--- config.mk ---
export PLATFORM = sky130hd
export DESIGN_NAME = hyperbus_trx_seq_flat
export DESIGN_NICKNAME = d
export VERILOG_FILES = /design/src/rtl/hyperbus_seq_pkg.sv /design/src/rtl/hyperbus_trx_seq_if.sv /design/src/rtl/hyperbus_seq_ca_pack.sv /design/src/rtl/hyperbus_trx_seq.sv /design/src/flat_wrapper.sv
export SDC_FILE = /design/constraint.sdc
export NUM_CORES = 1
export LEC_CHECK = 0
export ABC_CLOCK_PERIOD_IN_PS = 11600
export CORE_MARGIN = 5
export CORE_UTILIZATION = 46
export CTS_BUF_LIST = sky130_fd_sc_hd__clkbuf_8
export CTS_CLUSTER_DIAMETER = 60
export CTS_CLUSTER_SIZE = 20
export DETAILED_ROUTE_END_ITERATION = 6
export GPL_TIMING_DRIVEN = 0
export PLACE_DENSITY = 0.73
export SLEW_MARGIN = 40
export SYNTH_ARGS = -nofsm -noshare
export SYNTH_HDL_FRONTEND = slang
export SYNTH_HIERARCHICAL = 1
export SYNTH_SLANG_ARGS = --single-unit
--- constraint.sdc ---
create_clock -name clk_i -period 11.6 [get_ports clk_i]
set_input_delay 3.48 -clock clk_i [delete_from_list [all_inputs] [get_ports clk_i]]
set_output_delay 3.48 -clock clk_i [all_outputs]
set_load 0.02 [all_outputs]
--- src/rtl/hyperbus_seq_pkg.sv ---
// Shared types for the HyperBus transaction sequencer: FSM states and the 48-bit
// command/address word layout.
package hyperbus_seq_pkg;

    typedef enum logic [2:0] {
        StIdle,
        StCsSetup,
        StCa,
        StLatWait,
        StWrite,
        StRead,
        StCsHold,
        StRecover
    } state_e;

    // Field order is MSB first, matching the order the CA words go out on the bus.
    typedef struct packed {
        logic        rw_n;      // 1 = read
        logic        as_reg;    // 1 = register space
        logic        linear;    // burst type
        logic [28:0] addr_hi;   // addr[31:3]
        logic [12:0] rsvd;
        logic [2:0]  addr_lo;   // addr[2:0]
    } ca_t;

    localparam logic        CaBurstLinear = 1'b1;
    localparam int unsigned CaWords       = 3;
    localparam int unsigned MinLatency    = 3;

endpackage

--- src/rtl/hyperbus_trx_seq_if.sv ---
// Control bundle between the transaction sequencer (master) and the HyperBus
// transceiver (slave).
interface hyperbus_trx_seq_if #(
    parameter int unsigned NumChips = 2
);
    logic [NumChips-1:0] cs;
    logic                cs_ena;
    logic                tx_clk_ena;
    logic [15:0]         tx_data;
    logic                tx_data_oe;
    logic [1:0]          tx_rwds;
    logic                tx_rwds_oe;
    logic                rwds_sample_ena;
    logic                rx_clk_set;
    logic                rx_clk_reset;
    logic                rwds_sample;
    logic [15:0]         rx_data;
    logic                rx_valid;
    logic                rx_ready;

    modport master (
        output cs, cs_ena, tx_clk_ena, tx_data, tx_data_oe, tx_rwds, tx_rwds_oe,
               rwds_sample_ena, rx_clk_set, rx_clk_reset, rx_ready,
        input  rwds_sample, rx_data, rx_valid
    );

    modport slave (
        input  cs, cs_ena, tx_clk_ena, tx_data, tx_data_oe, tx_rwds, tx_rwds_oe,
               rwds_sample_ena, rx_clk_set, rx_clk_reset, rx_ready,
        output rwds_sample, rx_data, rx_valid
    );
endinterface

--- src/rtl/hyperbus_seq_ca_pack.sv ---
// Packs a registered burst request into the 48-bit HyperBus command/address word.
module hyperbus_seq_ca_pack
    import hyperbus_seq_pkg::*;
(
    input  logic        write_i,
    input  logic        reg_i,
    input  logic [31:0] addr_i,
    output ca_t         ca_o
);

    always_comb begin
        ca_o         = '0;
        ca_o.rw_n    = ~write_i;
        ca_o.as_reg  = reg_i;
        ca_o.linear  = CaBurstLinear;
        ca_o.addr_hi = addr_i[31:3];
        ca_o.rsvd    = '0;
        ca_o.addr_lo = addr_i[2:0];
    end

endmodule

--- src/rtl/hyperbus_trx_seq.sv ---
// HyperBus transaction sequencer: runs CS setup, CA, latency, data, CS hold and
// recovery phases for one burst at a time and steers the transceiver controls.
module hyperbus_trx_seq
    import hyperbus_seq_pkg::*;
#(
    parameter int unsigned NumChips      = 2,
    parameter int unsigned TimeoutCycles = 1024
) (
    input  logic                clk_i,
    input  logic                rst_ni,
    input  logic                trans_valid_i,
    output logic                trans_ready_o,
    input  logic                trans_write_i,
    input  logic                trans_reg_i,
    input  logic [31:0]         trans_addr_i,
    input  logic [15:0]         trans_burst_i,
    input  logic [NumChips-1:0] trans_cs_i,
    input  logic [3:0]          cfg_latency_i,
    input  logic                cfg_fixed_lat_i,
    input  logic [3:0]          cfg_t_rwr_i,
    input  logic                tx_valid_i,
    output logic                tx_ready_o,
    input  logic [15:0]         tx_data_i,
    input  logic [1:0]          tx_strb_i,
    output logic [15:0]         rx_data_o,
    output logic                rx_valid_o,
    input  logic                rx_ready_i,
    output logic                trans_done_o,
    output logic                trans_error_o,
    hyperbus_trx_seq_if.master  trx
);

    localparam int unsigned ToW = (TimeoutCycles > 2) ? $clog2(TimeoutCycles) : 1;

    state_e              state_q;
    logic [NumChips-1:0] cs_q;
    logic                cs_ena_q;
    logic                write_q, reg_q;
    logic [31:0]         addr_q;
    logic [15:0]         burst_q;
    logic [3:0]          lat_q;
    logic [1:0]          ca_cnt_q;
    logic [4:0]          lat_cnt_q;
    logic                dbl_q;
    logic [15:0]         word_cnt_q;
    logic [ToW-1:0]      to_cnt_q;
    logic [3:0]          rec_cnt_q;
    logic                abort_q;
    logic                done_q, error_q;

    ca_t         ca;
    logic [47:0] ca_bits;

    hyperbus_seq_ca_pack u_ca_pack (
        .write_i (write_q),
        .reg_i   (reg_q),
        .addr_i  (addr_q),
        .ca_o    (ca)
    );
    assign ca_bits = ca;

    // Latency doubling is decided from RWDS in the first LAT_WAIT cycle, so that cycle
    // looks at the live input and later cycles use the latched decision.
    logic       lat_dbl, lat_last;
    logic [4:0] lat_total;
    logic       word_last, tx_fire, rx_fire, timeout;

    always_comb begin
        lat_dbl   = (lat_cnt_q == 5'd0) ? (cfg_fixed_lat_i | trx.rwds_sample) : dbl_q;
        lat_total = lat_dbl ? {lat_q, 1'b0} : {1'b0, lat_q};
        lat_last  = (lat_cnt_q == lat_total - 5'd1);
        word_last = (word_cnt_q == burst_q - 16'd1);
        tx_fire   = (state_q == StWrite) && tx_valid_i;
        rx_fire   = (state_q == StRead) && trx.rx_valid && rx_ready_i;
        timeout   = (state_q == StRead) && !rx_fire && (to_cnt_q == ToW'(TimeoutCycles - 1));
    end

    always_ff @(posedge clk_i or negedge rst_ni) begin
        if (!rst_ni) begin
            state_q    <= StIdle;
            cs_q       <= '0;
            cs_ena_q   <= 1'b0;
            write_q    <= 1'b0;
            reg_q      <= 1'b0;
            addr_q     <= '0;
            burst_q    <= '0;
            lat_q      <= '0;
            ca_cnt_q   <= '0;
            lat_cnt_q  <= '0;
            dbl_q      <= 1'b0;
            word_cnt_q <= '0;
            to_cnt_q   <= '0;
            rec_cnt_q  <= '0;
            abort_q    <= 1'b0;
            done_q     <= 1'b0;
            error_q    <= 1'b0;
        end else begin
            done_q  <= 1'b0;
            error_q <= 1'b0;
            unique case (state_q)
                StIdle: begin
                    if (trans_valid_i) begin
                        write_q  <= trans_write_i;
                        reg_q    <= trans_reg_i;
                        addr_q   <= trans_addr_i;
                        burst_q  <= (trans_burst_i == 16'd0) ? 16'd1 : trans_burst_i;
                        lat_q    <= (cfg_latency_i < 4'(MinLatency)) ? 4'(MinLatency - 1)
                                                                     : cfg_latency_i - 4'd1;
                        cs_q     <= trans_cs_i;
                        cs_ena_q <= 1'b1;
                        abort_q  <= 1'b0;
                        state_q  <= StCsSetup;
                    end
                end
                StCsSetup: begin
                    ca_cnt_q <= '0;
                    state_q  <= StCa;
                end
                StCa: begin
                    if (ca_cnt_q == 2'(CaWords - 1)) begin
                        lat_cnt_q  <= '0;
                        word_cnt_q <= '0;
                        state_q    <= (write_q && reg_q) ? StWrite : StLatWait;
                    end else begin
                        ca_cnt_q <= ca_cnt_q + 2'd1;
                    end
                end
                StLatWait: begin
                    if (lat_cnt_q == 5'd0) dbl_q <= lat_dbl;
                    if (lat_last) begin
                        to_cnt_q <= '0;
                        state_q  <= write_q ? StWrite : StRead;
                    end else begin
                        lat_cnt_q <= lat_cnt_q + 5'd1;
                    end
                end
                StWrite: begin
                    if (tx_fire) begin
                        if (word_last) state_q <= StCsHold;
                        else           word_cnt_q <= word_cnt_q + 16'd1;
                    end
                end
                StRead: begin
                    if (rx_fire) begin
                        to_cnt_q <= '0;
                        if (word_last) state_q <= StCsHold;
                        else           word_cnt_q <= word_cnt_q + 16'd1;
                    end else if (timeout) begin
                        abort_q <= 1'b1;
                        state_q <= StCsHold;
                    end else begin
                        to_cnt_q <= to_cnt_q + ToW'(1);
                    end
                end
                StCsHold: begin
                    cs_ena_q  <= 1'b0;
                    cs_q      <= '0;
                    done_q    <= 1'b1;
                    error_q   <= abort_q;
                    abort_q   <= 1'b0;
                    rec_cnt_q <= '0;
                    state_q   <= (cfg_t_rwr_i == 4'd0) ? StIdle : StRecover;
                end
                StRecover: begin
                    if (({1'b0, rec_cnt_q} + 5'd1) >= {1'b0, cfg_t_rwr_i}) state_q <= StIdle;
                    else rec_cnt_q <= rec_cnt_q + 4'd1;
                end
                default: state_q <= StIdle;
            endcase
        end
    end

    logic        clk_ena, data_oe, rwds_oe, sample_ena, rx_set, rx_reset, rx_rdy;
    logic [15:0] tx_data;
    logic [1:0]  tx_rwds;

    // Data-phase controls follow the handshakes in the same cycle so CK stops exactly
    // on the cycles where no word moves.
    always_comb begin
        clk_ena    = 1'b0;
        data_oe    = 1'b0;
        rwds_oe    = 1'b0;
        sample_ena = 1'b0;
        rx_set     = 1'b0;
        rx_reset   = 1'b0;
        rx_rdy     = 1'b0;
        tx_data    = '0;
        tx_rwds    = '0;
        rx_valid_o = 1'b0;
        rx_data_o  = '0;
        unique case (state_q)
            StCa: begin
                clk_ena    = 1'b1;
                data_oe    = 1'b1;
                sample_ena = 1'b1;
                case (ca_cnt_q)
                    2'd0:    tx_data = ca_bits[47:32];
                    2'd1:    tx_data = ca_bits[31:16];
                    default: tx_data = ca_bits[15:0];
                endcase
            end
            StLatWait: begin
                clk_ena = 1'b1;
                rx_set  = !write_q && lat_last;
            end
            StWrite: begin
                if (tx_valid_i) begin
                    clk_ena = 1'b1;
                    data_oe = 1'b1;
                    tx_data = tx_data_i;
                    rwds_oe = !reg_q;
                    tx_rwds = reg_q ? 2'b00 : ~tx_strb_i;
                end
            end
            StRead: begin
                clk_ena    = rx_ready_i;
                rx_rdy     = rx_ready_i;
                rx_valid_o = trx.rx_valid;
                rx_data_o  = trx.rx_data;
                rx_reset   = (rx_fire && word_last) || timeout;
            end
            default: ;
        endcase
    end

    assign trans_ready_o       = (state_q == StIdle);
    assign tx_ready_o          = (state_q == StWrite) && (word_cnt_q < burst_q);
    assign trans_done_o        = done_q;
    assign trans_error_o       = error_q;
    assign trx.cs              = cs_q;
    assign trx.cs_ena          = cs_ena_q;
    assign trx.tx_clk_ena      = clk_ena;
    assign trx.tx_data         = tx_data;
    assign trx.tx_data_oe      = data_oe;
    assign trx.tx_rwds         = tx_rwds;
    assign trx.tx_rwds_oe      = rwds_oe;
    assign trx.rwds_sample_ena = sample_ena;
    assign trx.rx_clk_set      = rx_set;
    assign trx.rx_clk_reset    = rx_reset;
    assign trx.rx_ready        = rx_rdy;

endmodule

--- src/flat_wrapper.sv ---
// flat-port wrapper written by rule: the top's interface ports become plain ports
module hyperbus_trx_seq_flat import hyperbus_seq_pkg::*;
#(
    parameter int unsigned NumChips      = 2,
    parameter int unsigned TimeoutCycles = 1024
)
  (clk_i, rst_ni, trans_valid_i, trans_ready_o, trans_write_i, trans_reg_i, trans_addr_i, trans_burst_i, trans_cs_i, cfg_latency_i, cfg_fixed_lat_i, cfg_t_rwr_i, tx_valid_i, tx_ready_o, tx_data_i, tx_strb_i, rx_data_o, rx_valid_o, rx_ready_i, trans_done_o, trans_error_o, trx_cs, trx_cs_ena, trx_tx_clk_ena, trx_tx_data, trx_tx_data_oe, trx_tx_rwds, trx_tx_rwds_oe, trx_rwds_sample_ena, trx_rx_clk_set, trx_rx_clk_reset, trx_rx_ready, trx_rwds_sample, trx_rx_data, trx_rx_valid);
  hyperbus_trx_seq_if #(.NumChips(NumChips)) trx_i ();
  input  logic clk_i;
  input  logic rst_ni;
  input  logic trans_valid_i;
  output logic trans_ready_o;
  input  logic trans_write_i;
  input  logic trans_reg_i;
  input  logic [31:0] trans_addr_i;
  input  logic [15:0] trans_burst_i;
  input  logic [NumChips-1:0] trans_cs_i;
  input  logic [3:0] cfg_latency_i;
  input  logic cfg_fixed_lat_i;
  input  logic [3:0] cfg_t_rwr_i;
  input  logic tx_valid_i;
  output logic tx_ready_o;
  input  logic [15:0] tx_data_i;
  input  logic [1:0] tx_strb_i;
  output logic [15:0] rx_data_o;
  output logic rx_valid_o;
  input  logic rx_ready_i;
  output logic trans_done_o;
  output logic trans_error_o;
  output wire logic [$bits(trx_i.cs)-1:0] trx_cs;
  output wire logic [$bits(trx_i.cs_ena)-1:0] trx_cs_ena;
  output wire logic [$bits(trx_i.tx_clk_ena)-1:0] trx_tx_clk_ena;
  output wire logic [$bits(trx_i.tx_data)-1:0] trx_tx_data;
  output wire logic [$bits(trx_i.tx_data_oe)-1:0] trx_tx_data_oe;
  output wire logic [$bits(trx_i.tx_rwds)-1:0] trx_tx_rwds;
  output wire logic [$bits(trx_i.tx_rwds_oe)-1:0] trx_tx_rwds_oe;
  output wire logic [$bits(trx_i.rwds_sample_ena)-1:0] trx_rwds_sample_ena;
  output wire logic [$bits(trx_i.rx_clk_set)-1:0] trx_rx_clk_set;
  output wire logic [$bits(trx_i.rx_clk_reset)-1:0] trx_rx_clk_reset;
  output wire logic [$bits(trx_i.rx_ready)-1:0] trx_rx_ready;
  input wire logic [$bits(trx_i.rwds_sample)-1:0] trx_rwds_sample;
  input wire logic [$bits(trx_i.rx_data)-1:0] trx_rx_data;
  input wire logic [$bits(trx_i.rx_valid)-1:0] trx_rx_valid;
  assign trx_cs = trx_i.cs;
  assign trx_cs_ena = trx_i.cs_ena;
  assign trx_tx_clk_ena = trx_i.tx_clk_ena;
  assign trx_tx_data = trx_i.tx_data;
  assign trx_tx_data_oe = trx_i.tx_data_oe;
  assign trx_tx_rwds = trx_i.tx_rwds;
  assign trx_tx_rwds_oe = trx_i.tx_rwds_oe;
  assign trx_rwds_sample_ena = trx_i.rwds_sample_ena;
  assign trx_rx_clk_set = trx_i.rx_clk_set;
  assign trx_rx_clk_reset = trx_i.rx_clk_reset;
  assign trx_rx_ready = trx_i.rx_ready;
  assign trx_i.rwds_sample = trx_rwds_sample;
  assign trx_i.rx_data = trx_rx_data;
  assign trx_i.rx_valid = trx_rx_valid;
  hyperbus_trx_seq #(.NumChips(NumChips), .TimeoutCycles(TimeoutCycles)) u_core (.clk_i(clk_i), .rst_ni(rst_ni), .trans_valid_i(trans_valid_i), .trans_ready_o(trans_ready_o), .trans_write_i(trans_write_i), .trans_reg_i(trans_reg_i), .trans_addr_i(trans_addr_i), .trans_burst_i(trans_burst_i), .trans_cs_i(trans_cs_i), .cfg_latency_i(cfg_latency_i), .cfg_fixed_lat_i(cfg_fixed_lat_i), .cfg_t_rwr_i(cfg_t_rwr_i), .tx_valid_i(tx_valid_i), .tx_ready_o(tx_ready_o), .tx_data_i(tx_data_i), .tx_strb_i(tx_strb_i), .rx_data_o(rx_data_o), .rx_valid_o(rx_valid_o), .rx_ready_i(rx_ready_i), .trans_done_o(trans_done_o), .trans_error_o(trans_error_o), .trx(trx_i));
endmodule
After elaboration in Yosys (flattened, before gate mapping)
Cells that the tools add are included.
Word-level totals
  bits in registers: 101
  input port bits: 102
  output and inout port bits: 49
Cells by class
  $add $sub $neg: 9
  magnitude comparators: 3
  eq/ne operators: 25
  mux-type cells: 59
  bitwise operators: 3
  reduce and logical (&&, ||, !) cells: 36
Operators with widths (number)
  $mux 16: 7
  $pmux 16 s2: 2
  $pmux 16 s3: 1
  $mux 10: 3
  $mux 3: 10
  $pmux 3 s8: 1
  $pmux 10 s2: 1
  $add 16x1->16 const B: 1
  $eq 16x16->1: 1
  $logic_not 16->1: 1
  $lt 16x16->1: 1
  $mux 1: 16
  $sub 16x1->16 const B: 1
  $mux 5: 3
  $eq 3x3->1 const B: 4
  $ne 2x1->1 const B: 6
  $add 10x1->10 const B: 1
  $eq 10x10->1 const B: 1
  $mux 2: 5
  $ne 2x2->1 const B: 5
  $pmux 5 s2: 1
  $reduce_and 2->1: 5
  $reduce_bool 2->1: 5
  $logic_and 1x1->1: 9
  34 further kinds: 44

Logic depth before layout (Yosys ltp)
Gate-level depths: netlist of run 1.
  depth after elaboration: 9
  mapped depth: 15
  mapped depth without buffers: 14

Cells and area by module
The synthesis of run 1 kept the hierarchy.
Modules (own cells, without submodules)
  hyperbus_trx_seq: times used 1, cells each 802, area an instance 6555.0 um^2, sequential area each 2527.4 um^2
  hyperbus_seq_ca_pack: times used 1, cells each 50, area an instance 364.1 um^2, sequential area each 0.0 um^2

Least setup slack after synthesis of run 1
Ideal clock, no wire load.
  kind: input -> output
  from: input trx_rwds_sample
  to: output trx_rx_clk_set
  arrival time: 5.342 ns
  required time: 8.120 ns
  slack: 2.778 ns
  stages: 9
  path buffers: 0
  cell sequence: nor2_1 -> mux2_2 -> mux2i_1 -> ha_1 -> xnor2_1 -> o31a_1 -> nor4_1 -> nand3_1 -> nor3_1
Between the ends
  longest elaborated chain between the ends: 7
Ends and longest elaborated chain
  start: declaration: line flat_wrapper.sv:41  | input wire logic [$bits(trx_i.rwds_sample)-1:0] trx_rwds_sample;
  $or 1x1->1: line hyperbus_trx_seq.sv:69  | lat_dbl = (lat_cnt_q == 5'd0) ? (cfg_fixed_lat_i | trx.rwds_sample) : dbl_q;
  $mux 1: line hyperbus_trx_seq.sv:69
  $mux 5: line hyperbus_trx_seq.sv:70  | lat_total = lat_dbl ? {lat_q, 1'b0} : {1'b0, lat_q};
  $sub 5x1->5: line hyperbus_trx_seq.sv:71  | lat_last = (lat_cnt_q == lat_total - 5'd1);
  $eq 5x5->1: line hyperbus_trx_seq.sv:71
  $logic_and 1x1->1: line hyperbus_trx_seq.sv:204  | rx_set = !write_q && lat_last;
  $mux 1: line hyperbus_trx_seq.sv:191  | unique case (state_q)
  end: declaration: line flat_wrapper.sv:38  | output wire logic [$bits(trx_i.rx_clk_set)-1:0] trx_rx_clk_set;
No other way between the ends.

Worst setup path in the final report of run 1
  from: input cfg_fixed_lat_i
  to: output trx_rx_clk_set
Between the ends
  longest elaborated chain between the ends: 7
Ends and longest elaborated chain
  start: declaration: line flat_wrapper.sv:19  | input logic cfg_fixed_lat_i;
  $or 1x1->1: line hyperbus_trx_seq.sv:69
  $mux 1: line hyperbus_trx_seq.sv:69
  $mux 5: line hyperbus_trx_seq.sv:70
  $sub 5x1->5: line hyperbus_trx_seq.sv:71
  $eq 5x5->1: line hyperbus_trx_seq.sv:71
  $logic_and 1x1->1: line hyperbus_trx_seq.sv:204
  $mux 1: line hyperbus_trx_seq.sv:191
No other way between the ends.

==> results of run 1 <==
## layer usage
layer  vias to the layer above  GRT usage (%)  part of all wire [%]
li1                       3262              -                     -
met1                      3115           29.9                    47
met2                       190           36.0                    46
met3                        22           3.68                   5.0
met4                         0           6.76                   1.7
met5                         -              0                     0
## per-stage QoR
stage / cells / cell area (um2) / utilization, %
global route: 1216 / 8970 / 61.3
detailed placement: 1200 / 8750 / 59.7
floorplan: 864 / 6960 / -
finish: 1216 / 8970 / 61.3
global placement: 1198 / 8700 / 59.4
CTS: 1216 / 8970 / 61.3
## power by group through the flow
stage	logic, mW	clock network [mW]	registers, mW
floorplan	0.778	0	0.574
global placement	1.07	0	0.596
detailed placement	1.10	0	0.598
CTS	1.10	0.260	0.593
global route	1.23	0.273	0.616
finish	1.10	0.255	0.594
## layout by cell type, fill, tap and decap left out, types with 4 or more instances in the layout
| cell type | count |
|---|---|
| o21a_1 | 6 |
| dfrtp_1 | 101 |
| xor2_1 | 9 |
| a21oi_1 | 32 |
| nand2b_1 | 11 |
| nor3_1 | 12 |
| nor2b_1 | 7 |
| nand4_1 | 9 |
| a22o_1 | 22 |
| ha_1 | 32 |
| and3_1 | 30 |
| o211ai_1 | 5 |
| buf_4 | 47 |
| nand2_1 | 190 |
| a221o_1 | 4 |
| conb_1 | 14 |
| o21ai_0 | 70 |
| nor2_1 | 40 |
| nand3b_1 | 4 |
| inv_1 | 36 |
| clkbuf_8 | 10 |
| clkbuf_1 | 35 |
| or4_1 | 7 |
| nor4_1 | 7 |
| nand3_1 | 29 |
| o21ai_1 | 4 |
| xnor2_1 | 17 |
| mux2i_1 | 9 |
| a31oi_1 | 4 |
| or3_1 | 4 |
| o31ai_1 | 5 |
| clkdlybuf4s50_1 | 149 |
## layout make-up
cell class	instances	area, um2
Fill cell	1367	5670
Sequential cell	101	2530
Clock buffer	10	138
Buffer	89	534
Inverter	35	131
Multi-Input combinational cell	639	3780
Clock inverter	6	86.3
Tap cell	184	230
Timing Repair Buffer	152	1540
## how the worst max path moves through the flow
stage / startpoint / endpoint / cells after the start
5_1_grt: trx_rwds_sample / trx_rx_clk_set / 11
3_5_place_dp: cfg_fixed_lat_i / trx_rx_clk_set / 11
4_1_cts: cfg_fixed_lat_i / trx_rx_clk_set / 11
6_report: cfg_fixed_lat_i / trx_rx_clk_set / 11
2_1_floorplan: trx_rwds_sample / trx_rx_clk_set / 9
3_3_place_gp: cfg_fixed_lat_i / trx_rx_clk_set / 11
## cell families after synthesis
kind of cell / synth area share [%]
fa+ha+maj: 5.79
simple gates: 25.6
mux: 1.79
buf+inv: 9.62
other cells: 0.109
compound gates: 17.3
xor+xnor: 3.29
flops: 36.5
## critical path, stage by stage
cell             delay (ps)
clkdlybuf4s50_1         510
nor2_1                   80
mux2_2                  310
mux2i_1                 140
ha_1                    220
xnor2_1                 200
nor4_1                   70
nor4_1                  450
nand3_1                 180
nor3_1                  270
clkdlybuf4s50_1         660
## registers in the layout, summed over array words and instances, names as in the netlist, 3 cells and up
| name | cells |
|---|---|
| u_core/lat_q | 4 |
| u_core/addr_q | 32 |
| u_core/word_cnt_q | 16 |
| u_core/state_q | 3 |
| u_core/rec_cnt_q | 4 |
| u_core/burst_q | 16 |
| u_core/lat_cnt_q | 5 |
| u_core/to_cnt_q | 10 |
## cells in the mapped netlist, types with 3 or more instances
cell	n	area (um2)
a2111oi_0	4	35.0
a211oi_1	3	22.5
a21o_1	3	22.5
a21oi_1	32	160
a221o_1	4	40.0
a22o_1	22	193
a31oi_1	4	25.0
and2_1	3	18.8
and3_1	30	188
buf_1	3	11.3
buf_4	47	353
buf_6	3	33.8
clkbuf_1	35	131
dfrtp_1	101	2530
ha_1	32	400
inv_1	35	131
mux2_2	3	33.8
mux2i_1	9	90.1
nand2_1	190	713
nand2b_1	11	68.8
nand3_1	29	145
nand3b_1	4	30.0
nand4_1	9	56.3
nor2_1	40	150
nor2b_1	7	43.8
nor3_1	12	60.1
nor3b_1	3	22.5
nor4_1	7	43.8
o211ai_1	5	37.5
o21a_1	6	45.0
o21ai_0	70	350
o21ai_1	4	20.0
o31ai_1	5	37.5
or3_1	4	25.0
or4_1	7	52.6
xnor2_1	17	149
xor2_1	9	78.8
==> impl_results.md, run 1 <==
- HP Start: u_core/addr_q[31]
- Worst Skew: between 10 and 15 ps
- # clock sinks: roughly 100
- Ys Warns: 6
- Crit path kind: input port to output port
- Initial core utilization: 47.2%
- Leak: just over 4 nW
- Cells after synthesis: approximately 850
- Logic pwr share: a little under three fifths
- Minimum hold slack: 484 ps
- Crit Path Max Fanout: 3
- Share of post-route cells with drive strength above 1: 8.24%
- Period utilization: ~87%
- Final Slew Violations: 0
- Routability cong.: roughly 0.9
- CTS root buffer: clkbuf_8
- Clk pwr share: a little over an eighth
- WHS Endpoint: u_core/addr_q[31]
- Drt initial violations: between 400 and 500
- TNS Setup: 0 ps
- Ant diodes: 0
- Clk pin slew, worst setup/hold paths: ~90 ps
- Startpoint types: input port
- Slew headroom: 44.3%
- Final hold violation count: 0
- Area of the core: approximately 15,000 um2
- F_max: 0.0997 GHz
- Final ANT Viol Nets: 0
- Cts repair resizes: 0
- Avg Inst Size Synth: approximately 8 um2
- HPWL after DPL: around 15 mm
- Hold WC Path Type: flop to flop
- First-pass GRT wire length: around 32 mm
- Total GRT Usage: between 20% and 30%
- Later-pin clock latency in the skew report: between 300 and 400 ps
- Actual slew at the worst max-slew pin: between 800 and 900 ps
- CP required: just over 8000 ps
- P&R area growth vs syn: 29.7%
- Endpoints failing setup: 0
- CTS Hold Bufs: 0
- Library cells used by synthesis: a little under 70
- Status: finished clean
- Nets: between 1,000 and 1,500
- Switching part of the total power: around 43%
- H-tree Lvls: 3
- DRC: 0
- Overall Power: slightly below 2 mW
- Max clock buf depth: 2
- EDFF count, synth: 0
- Grt ovf: 0
- Detailed-route via count: 6,589
- Sequential power share: 30.5%
- Vias in the first global route: 6,305
- DR vias/cell: between 5 and 6
- Die area: around 18,000 um2
- Site Rows: 44
- DR WL/cell: between 15 and 20 um
- Die X-Extent: between 100 and 150 um
- FF+latch count, synth: between 100 and 150
- Worst vdd rail ir drop: around 0.000091 V
- Mapped Area: roughly 6900 um2
- Pint: between 1 and 1.5 mW
- Routed WL: 19.3 mm
- Pre-CTS WS: 1600 ps
- Arr. time, crit path: ~6600 ps
- Net switching power: 0.843 mW
- Worst Setup End Kind: output port
- Unrepaired setup endpoints after global routing: no
- Post-synthesis sequential area ratio: between 30% and 40%
- CTS tree: built
- Fin worst setup slack: between 1500 and 2000 ps
- Post-CTS Setup Repair Bufs: 0
- Ys flop type: dfrtp_1
- Number of max-cap violations: 0
- RR Startpoint: u_core/lat_cnt_q[0]
- # port buffers: 150
- Largest net degree at the start of global routing: 64
- R2r setup slk: 7770 ps
- FF-to-FF path depth: 13
- Fin crit period: between 10,000 and 15,000 ps
- Drt pass-1 iters: 5
- Antenna violations before repair: 0
- End of the worst register-to-register path: u_core/state_q[0]
- Hold path depth: 2
- Cell Pwr Density: 217 nW/um2
- Height of the die: 133 um
- TritonCTS Buffers: 9
- Ports: 151
- Ys async rst share: 100%
No activity file was read; power rests on OpenSTA's default activity.
==> inputs of run 2 (changes only) <==
--- a/config.mk
+++ b/config.mk
@@ -13,7 +13,7 @@
 export CTS_CLUSTER_SIZE = 20
 export DETAILED_ROUTE_END_ITERATION = 6
 export GPL_TIMING_DRIVEN = 0
-export PLACE_DENSITY = 0.73
+export PLACE_DENSITY = 0.86
 export SLEW_MARGIN = 40
 export SYNTH_ARGS = -nofsm -noshare
 export SYNTH_HDL_FRONTEND = slang
==> impl_results.md, run 2 (synthesis gave the netlist of run 1 again) <==
- HPWL after DPL: 15.2 mm (+0.87%)
- Worst Setup End Kind: output port
- Top Registers: u_core/addr_q: 32 flops, u_core/burst_q: 16 flops, u_core/word_cnt_q: 16 flops
- CTS tree: built
- Final hold violation count: 0 (unchanged)
- Overall Power: 1.95 mW (-0.15%)
- Post-route cell area: 8960 um2 (-0.14%)
- Ant diodes: 0 (unchanged)
- Number of fill cells: 1,227 (-10%)
- RR Startpoint: u_core/lat_cnt_q[0]
- FF-to-FF path depth: 13 (unchanged)
- Arr. time, crit path: 6690 ps (+140 ps)
- H-tree Lvls: 3 (unchanged)
- Die X-Extent: 133 um (unchanged)
- Sequential power share: 30.6% (about the same)
- Setup crit start: trx_rwds_sample
- Cell Pwr Density: 217 nW/um2 (about the same)
- Slowest CP cell: clkdlybuf4s50_1
- Worst Skew: 14.3 ps (+4.19 ps)
- Area of the core: 14,600 um2 (unchanged)
- Crit Path Max Fanout: 3 (unchanged)
- Unrepaired setup endpoints after global routing: no
- Clk pin slew, worst setup/hold paths: 110 ps (+20 ps)
- Fin crit period: 10,170 ps (+134 ps)
- Routability cong.: 0.908 (+0.29%)
- Height of the die: 133 um (unchanged)
- CTS root buffer: clkbuf_8
- Die area: 17,600 um2 (unchanged)
- Largest register FFs: 32 (unchanged)
- Crit-path cells: clkdlybuf4s50_1 -> nor2_1 -> mux2_2 -> mux2i_1 -> ha_1 -> xnor2_1 -> nor4_1 -> nor4_1 -> nand3_1 -> nor3_1 -> clkdlybuf4s50_1
- WHS Endpoint: u_core/trans_error_o
- Grt ovf: 0 (unchanged)
- F_max: 0.0983 GHz (-1.3%)
- HP Start: u_core/abort_q
- Post-CTS Setup Repair Bufs: 0 (unchanged)
- TNS Setup: 0 ps (unchanged)
- # clock sinks: 101 (unchanged)
- TritonCTS Buffers: 9 (unchanged)
- DRC: 0 (unchanged)
- Final ANT Viol Nets: 0 (unchanged)
- Leak: 4.08 nW (-0.32%)
- CP required: 8120 ps (about the same)
- Logic pwr share: 56.9% (+0.5 points)
- Number of max-cap violations: 0 (unchanged)
- Max clock buf depth: 2 (unchanged)
- Most frequent cells in the layout: nand2_1, clkdlybuf4s50_1, dfrtp_1
- Commonest non-fill, non-tap cell in the layout: nand2_1
- Routed WL: 19.4 mm (+0.68%)
- Sequential cell area: 2530 um2 (unchanged)
- Largest Register: u_core/addr_q
- # port buffers: 150 (unchanged)
- Nets: 1,161 (unchanged)
- Hold path depth: 1 (-1)
- First-pass GRT wire length: 31.7 mm (-0.13%)
- Pint: 1.09 mW (-1.2%)
- Multi-input gate area: 3780 um2 (unchanged)
- Period utilization: 87.7% (+1.2 points)
- Initial core utilization: 47.2% (unchanged)
- Startpoint types: input port
- Status: finished clean
- Detailed-route via count: 6,756 (+2.5%)
- Final Slew Violations: 0 (unchanged)
- Site Rows: 44 (unchanged)
- Largest delay share family, worst path: buffers and inverters
- Drt pass-1 iters: 7 (+2)
- Switching part of the total power: 43.8% (+0.59 points)
- Total GRT Usage: 21.9% (-0.058 points)
- Ports: 151 (unchanged)
- DR WL/cell: 16.0 um (+0.68%)
- CP bufs+invs: 2 (unchanged)
- Largest net degree at the start of global routing: 58 (-9.4%)
- Crit path kind: input port to output port
- Worst vdd rail ir drop: 0.0000843 V (-7.8%)
- Later-pin clock latency in the skew report: 380 ps (about the same)
- Vias in the first global route: 6,536 (+3.7%)
- Clk pwr share: 12.6% (-0.5 points)
- Actual slew at the worst max-slew pin: 822 ps (-6.94 ps)
- R2r setup slk: 7760 ps (about the same)
- Slew headroom: 45.0% (+0.69 points)
- DR vias/cell: 5.56 (+2.5%)
- Net switching power: 0.853 mW (+1.2%)
- End of the worst register-to-register path: u_core/state_q[1]
- Placed Area: 8740 um2 (about the same)
- Hold WC Path Type: flop to flop
- P&R area growth vs syn: 29.5%
- Share of post-route cells with drive strength above 1: 8.24% (unchanged)
- CTS Hold Bufs: 0 (unchanged)
- Drt initial violations: 454 (+9.4%)
- Cts repair resizes: 0 (unchanged)
- Antenna violations before repair: 0 (unchanged)
- Endpoints failing setup: 0 (unchanged)
- Worst path max stage delay: 680 ps (+20 ps)
[run 2: worst max path at each step]
stage / end / slack (ps) / cells past startpoint
after floorplan: trx_rx_clk_set / 2780 / 9
after global placement: trx_rx_clk_set / 1510 / 11
after detailed placement: trx_rx_clk_set / 1490 / 11
after CTS: trx_rx_clk_set / 1470 / 11
after global routing: trx_rx_clk_set / 1280 / 11
final: trx_rx_clk_set / 1430 / 11
[run 2: layout make-up]
type,count,share of cell area (%)
clock inverter,5,0.740
buffer,89,5.96
inverter,35,1.47
clock buffer,11,1.69
sequential,101,28.2
tap,184,2.57
multi-input combinational,639,42.2
timing repair buffer,152,17.2
[run 2: power by group through the flow]
stage                     clock (mW)  sequential, mW  combinational [mW]
after floorplan                    0           0.574               0.778
after global placement             0           0.592                1.06
after detailed placement           0           0.597                1.10
after CTS                      0.250           0.592                1.11
after global routing           0.262           0.612                1.23
final                          0.245           0.595                1.11
[run 2: through the flow]
step	setup slack [ps]	hold WS, ps	utilization (%)	instances
final	1430	481	61.2	1216
after global routing	1280	495	61.2	1216
after CTS	1470	484	61.2	1216
after detailed placement	1490	464	59.7	1200
after global placement	1510	459	59.4	1198
after floorplan	2780	445	-	864
[run 2: routing by layer]
metal	global-route usage (%)	wire length, um
met5	0	0
met4	9.58	581
met3	4.86	1500
met2	36.1	9270
met1	27.8	8050
==> inputs of run 3 (changes only) <==
--- a/config.mk
+++ b/config.mk
@@ -9,13 +9,11 @@
 export CORE_MARGIN = 5
 export CORE_UTILIZATION = 46
 export CTS_BUF_LIST = sky130_fd_sc_hd__clkbuf_8
-export CTS_CLUSTER_DIAMETER = 60
 export CTS_CLUSTER_SIZE = 20
 export DETAILED_ROUTE_END_ITERATION = 6
 export GPL_TIMING_DRIVEN = 0
-export PLACE_DENSITY = 0.86
+export PLACE_DENSITY = 0.87
 export SLEW_MARGIN = 40
 export SYNTH_ARGS = -nofsm -noshare
 export SYNTH_HDL_FRONTEND = slang
-export SYNTH_HIERARCHICAL = 1
 export SYNTH_SLANG_ARGS = --single-unit
==> impl_results.md, run 3 <==
- Status: finished clean
- FF+latch count, synth: 101 (unchanged)
- Cell Pwr Density: 205 nW/um2 (-5.4%)
- CTS root buffer: clkbuf_8
- Fin crit period: 10,750 ps (+580 ps)
- CTS Hold Bufs: 0 (unchanged)
- Endpoints failing setup: 0 (unchanged)
- Post-CTS Setup Repair Bufs: 0 (unchanged)
- Actual slew at the worst max-slew pin: 909 ps (+86.8 ps)
- Largest register FFs: 32 (unchanged)
- Ant diodes: 0 (unchanged)
- Post-synthesis sequential area ratio: 39.1% (+2.6 points)
- Commonest non-fill, non-tap cell in the layout: nand2_1
- # clock sinks: 101 (unchanged)
- Slew headroom: 38.6% (-6.4 points)
- Multi-input gate area: 3610 um2 (-4.5%)
- Startpoint types: input port
- DR WL/cell: 17.2 um (+7.6%)
- Library cells used by synthesis: 61 (-10%)
- Max clock buf depth: 2 (unchanged)
- Arr. time, crit path: 7270 ps (+580 ps)
- Largest Register: u_core.addr_q
- HPWL after DPL: 15.1 mm (-0.27%)
- DR vias/cell: 5.68 (+2.2%)
- Height of the die: 128 um (-3.1%)
- Routed WL: 19.5 mm (+0.57%)
- Die X-Extent: 128 um (-3.1%)
- Number of fill cells: 1,190 (-3.0%)
- Yosys top cell by area: dfrtp_1
- Final ANT Viol Nets: 0 (unchanged)
- TNS Setup: 0 ps (unchanged)
- Worst Setup End Kind: output port
- Post-synth top area share: 39.1% (+2.6 points)
- Commonest cells in the netlist: nand2_1, dfrtp_1, o21ai_0
- Mapped Area: 6460 um2 (-6.7%)
- Vias in the first global route: 6,268 (-4.1%)
- Number of max-cap violations: 0 (unchanged)
- Clk pin slew, worst setup/hold paths: 110 ps (about the same)
- First-pass GRT wire length: 31.0 mm (-2.0%)
- EDFF count, synth: 0 (unchanged)
- Hold WC Path Type: flop to flop
- Pre-CTS WS: 980 ps (-514 ps)
- Area contributors post-synth: dfrtp_1, nand2_1, ha_1, o21ai_0, and3_1
- # port buffers: 150 (unchanged)
- Crit Path Max Fanout: 10 (+7)
- Drt pass-1 iters: 7 (unchanged)
- Cells after synthesis: 790 (-7.3%)
- Area of the core: 13,800 um2 (-5.6%)
- Avg Inst Size Synth: 8.17 um2 (+0.65%)
- Final hold violation count: 0 (unchanged)
- Most frequent cells in the layout: nand2_1, clkdlybuf4s50_1, dfrtp_1
- Mapped Nets: 924
- Later-pin clock latency in the skew report: 390 ps (about the same)
- Leak: 3.75 nW (-8.2%)
- Antenna violations before repair: 0 (unchanged)
- CTS tree: built
- Cts repair resizes: 0 (unchanged)
- Routability cong.: 0.943 (+3.8%)
- CP required: 8120 ps (about the same)
- Initial core utilization: 46.7% (-0.55 points)
- Site Rows: 43 (-2.3%)
- Ys flop type: dfrtp_1
- Drt initial violations: 482 (+6.2%)
- Ports: 151 (unchanged)
- Period utilization: 92.7% (+5.0 points)
- Largest net degree at the start of global routing: 69 (+19%)
- Share of post-route cells with drive strength above 1: 4.28% (-4.0 points)
- P&R area growth vs syn: 30.1%
- F_max: 0.0930 GHz (-5.4%)
- Top Registers: u_core.addr_q: 32 flops, u_core.burst_q: 16 flops, u_core.word_cnt_q: 16 flops
- Ys async rst share: 100% (unchanged)
- Ys Warns: 0 (-6)
- Sequential cell area: 2530 um2 (unchanged)
- Worst vdd rail ir drop: 0.000101 V (+19%)
- Final Slew Violations: 0 (unchanged)
- Grt ovf: 0 (unchanged)
- Fin worst setup slack: 852 ps (-580 ps)
- Detailed-route via count: 6,454 (-4.5%)
- Total GRT Usage: 23.4% (+1.5 points)
- Unrepaired setup endpoints after global routing: no
- DRC: 0 (unchanged)
- Die area: 16,500 um2 (-6.2%)
- Nets: 1,086 (-6.5%)
- TritonCTS Buffers: 9 (unchanged)
- Most frequent cell after synthesis: nand2_1
- H-tree Lvls: 3 (unchanged)
- Worst Skew: 15.5 ps (+1.17 ps)
- Crit path kind: input port to output port
[run 3: changes by cell type in the layout (fill, tap and decap cells not counted), sizes merged, moves of 6 or more]
| cell | before | now |
|---|---|---|
| buf | 57 | 11 |
| a22o | 22 | 5 |
| conb | 14 | 0 |
| a22oi | 0 | 13 |
| nand2 | 190 | 177 |
| clkbuf | 46 | 40 |
[run 3: path summary, 6_finish.rpt]
check / startpoint / endpoint / slack, ps / cells after the start
min in group asynchronous: rst_ni / u_core.burst_q[7] / 2940 / 1
max in group asynchronous: rst_ni / u_core.word_cnt_q[13] / 8040 / 2
worst max register to register: u_core.lat_cnt_q[0] / u_core.to_cnt_q[0] / 7730 / 14
worst max-delay path: trx_rwds_sample / trx_rx_clk_set / 850 / 13
worst min-delay path: u_core.addr_q[29] / u_core.addr_q[29] / 490 / 2
worst min register to register: u_core.addr_q[29] / u_core.addr_q[29] / 490 / 2
[run 3: critical path, cell delays in order]
cell and delay [ps]:
clkdlybuf4s50_1 410, or2_2 310, mux2i_1 500, mux2i_1 250, ha_1 210, inv_1 60
or3_1 340, o22ai_1 200, xnor2_1 160, nand4_1 220, buf_2 240, nor3_1 200
clkdlybuf4s50_1 670
[run 3: where the power goes]
group          internal, mW  total [mW]  switching (mW)
sequential            0.469       0.589           0.120
clock                0.0811       0.220           0.139
combinational         0.375       0.916           0.541
[run 3: cells by family after synthesis]
family	after synthesis	synth area share, %
simple gates	355	26.2
compound gates	180	17.3
flops	101	39.1
buf+inv	79	4.90
fa+ha+maj	32	6.20
xor+xnor	26	3.53
mux	17	2.71
[run 3: layout make-up]
class,instances,share of cell area [%]
Timing Repair Buffer,151,18.3
Multi-Input combinational cell,610,43.0
Clock buffer,9,1.47
Clock inverter,7,0.685
Inverter,39,1.74
Buffer,40,2.03
Sequential cell,101,30.1
Tap cell,180,2.68
[run 3: stage by stage]
step | instance area [um2] | util (%) | power [mW] | hold slack [ps] | cells
3_3_place_gp | 8180 | 59.2 | 1.46 | 459 | 1120
4_1_cts | 8400 | 60.7 | 1.72 | 490 | 1137
6_report | 8400 | 60.7 | 1.73 | 489 | 1137
2_1_floorplan | 6460 | - | 1.17 | 446 | 790
5_1_grt | 8400 | 60.7 | 1.85 | 507 | 1137
3_5_place_dp | 8220 | 59.4 | 1.49 | 463 | 1121
[run 3: routing by layer]
metal	vias to the layer above	track usage [%]	wire length, um
li1	3084	-	-
met1	3088	31.0	8320
met2	260	37.9	9110
met3	22	6.68	1770
met4	0	5.74	306
met5	-	0	0
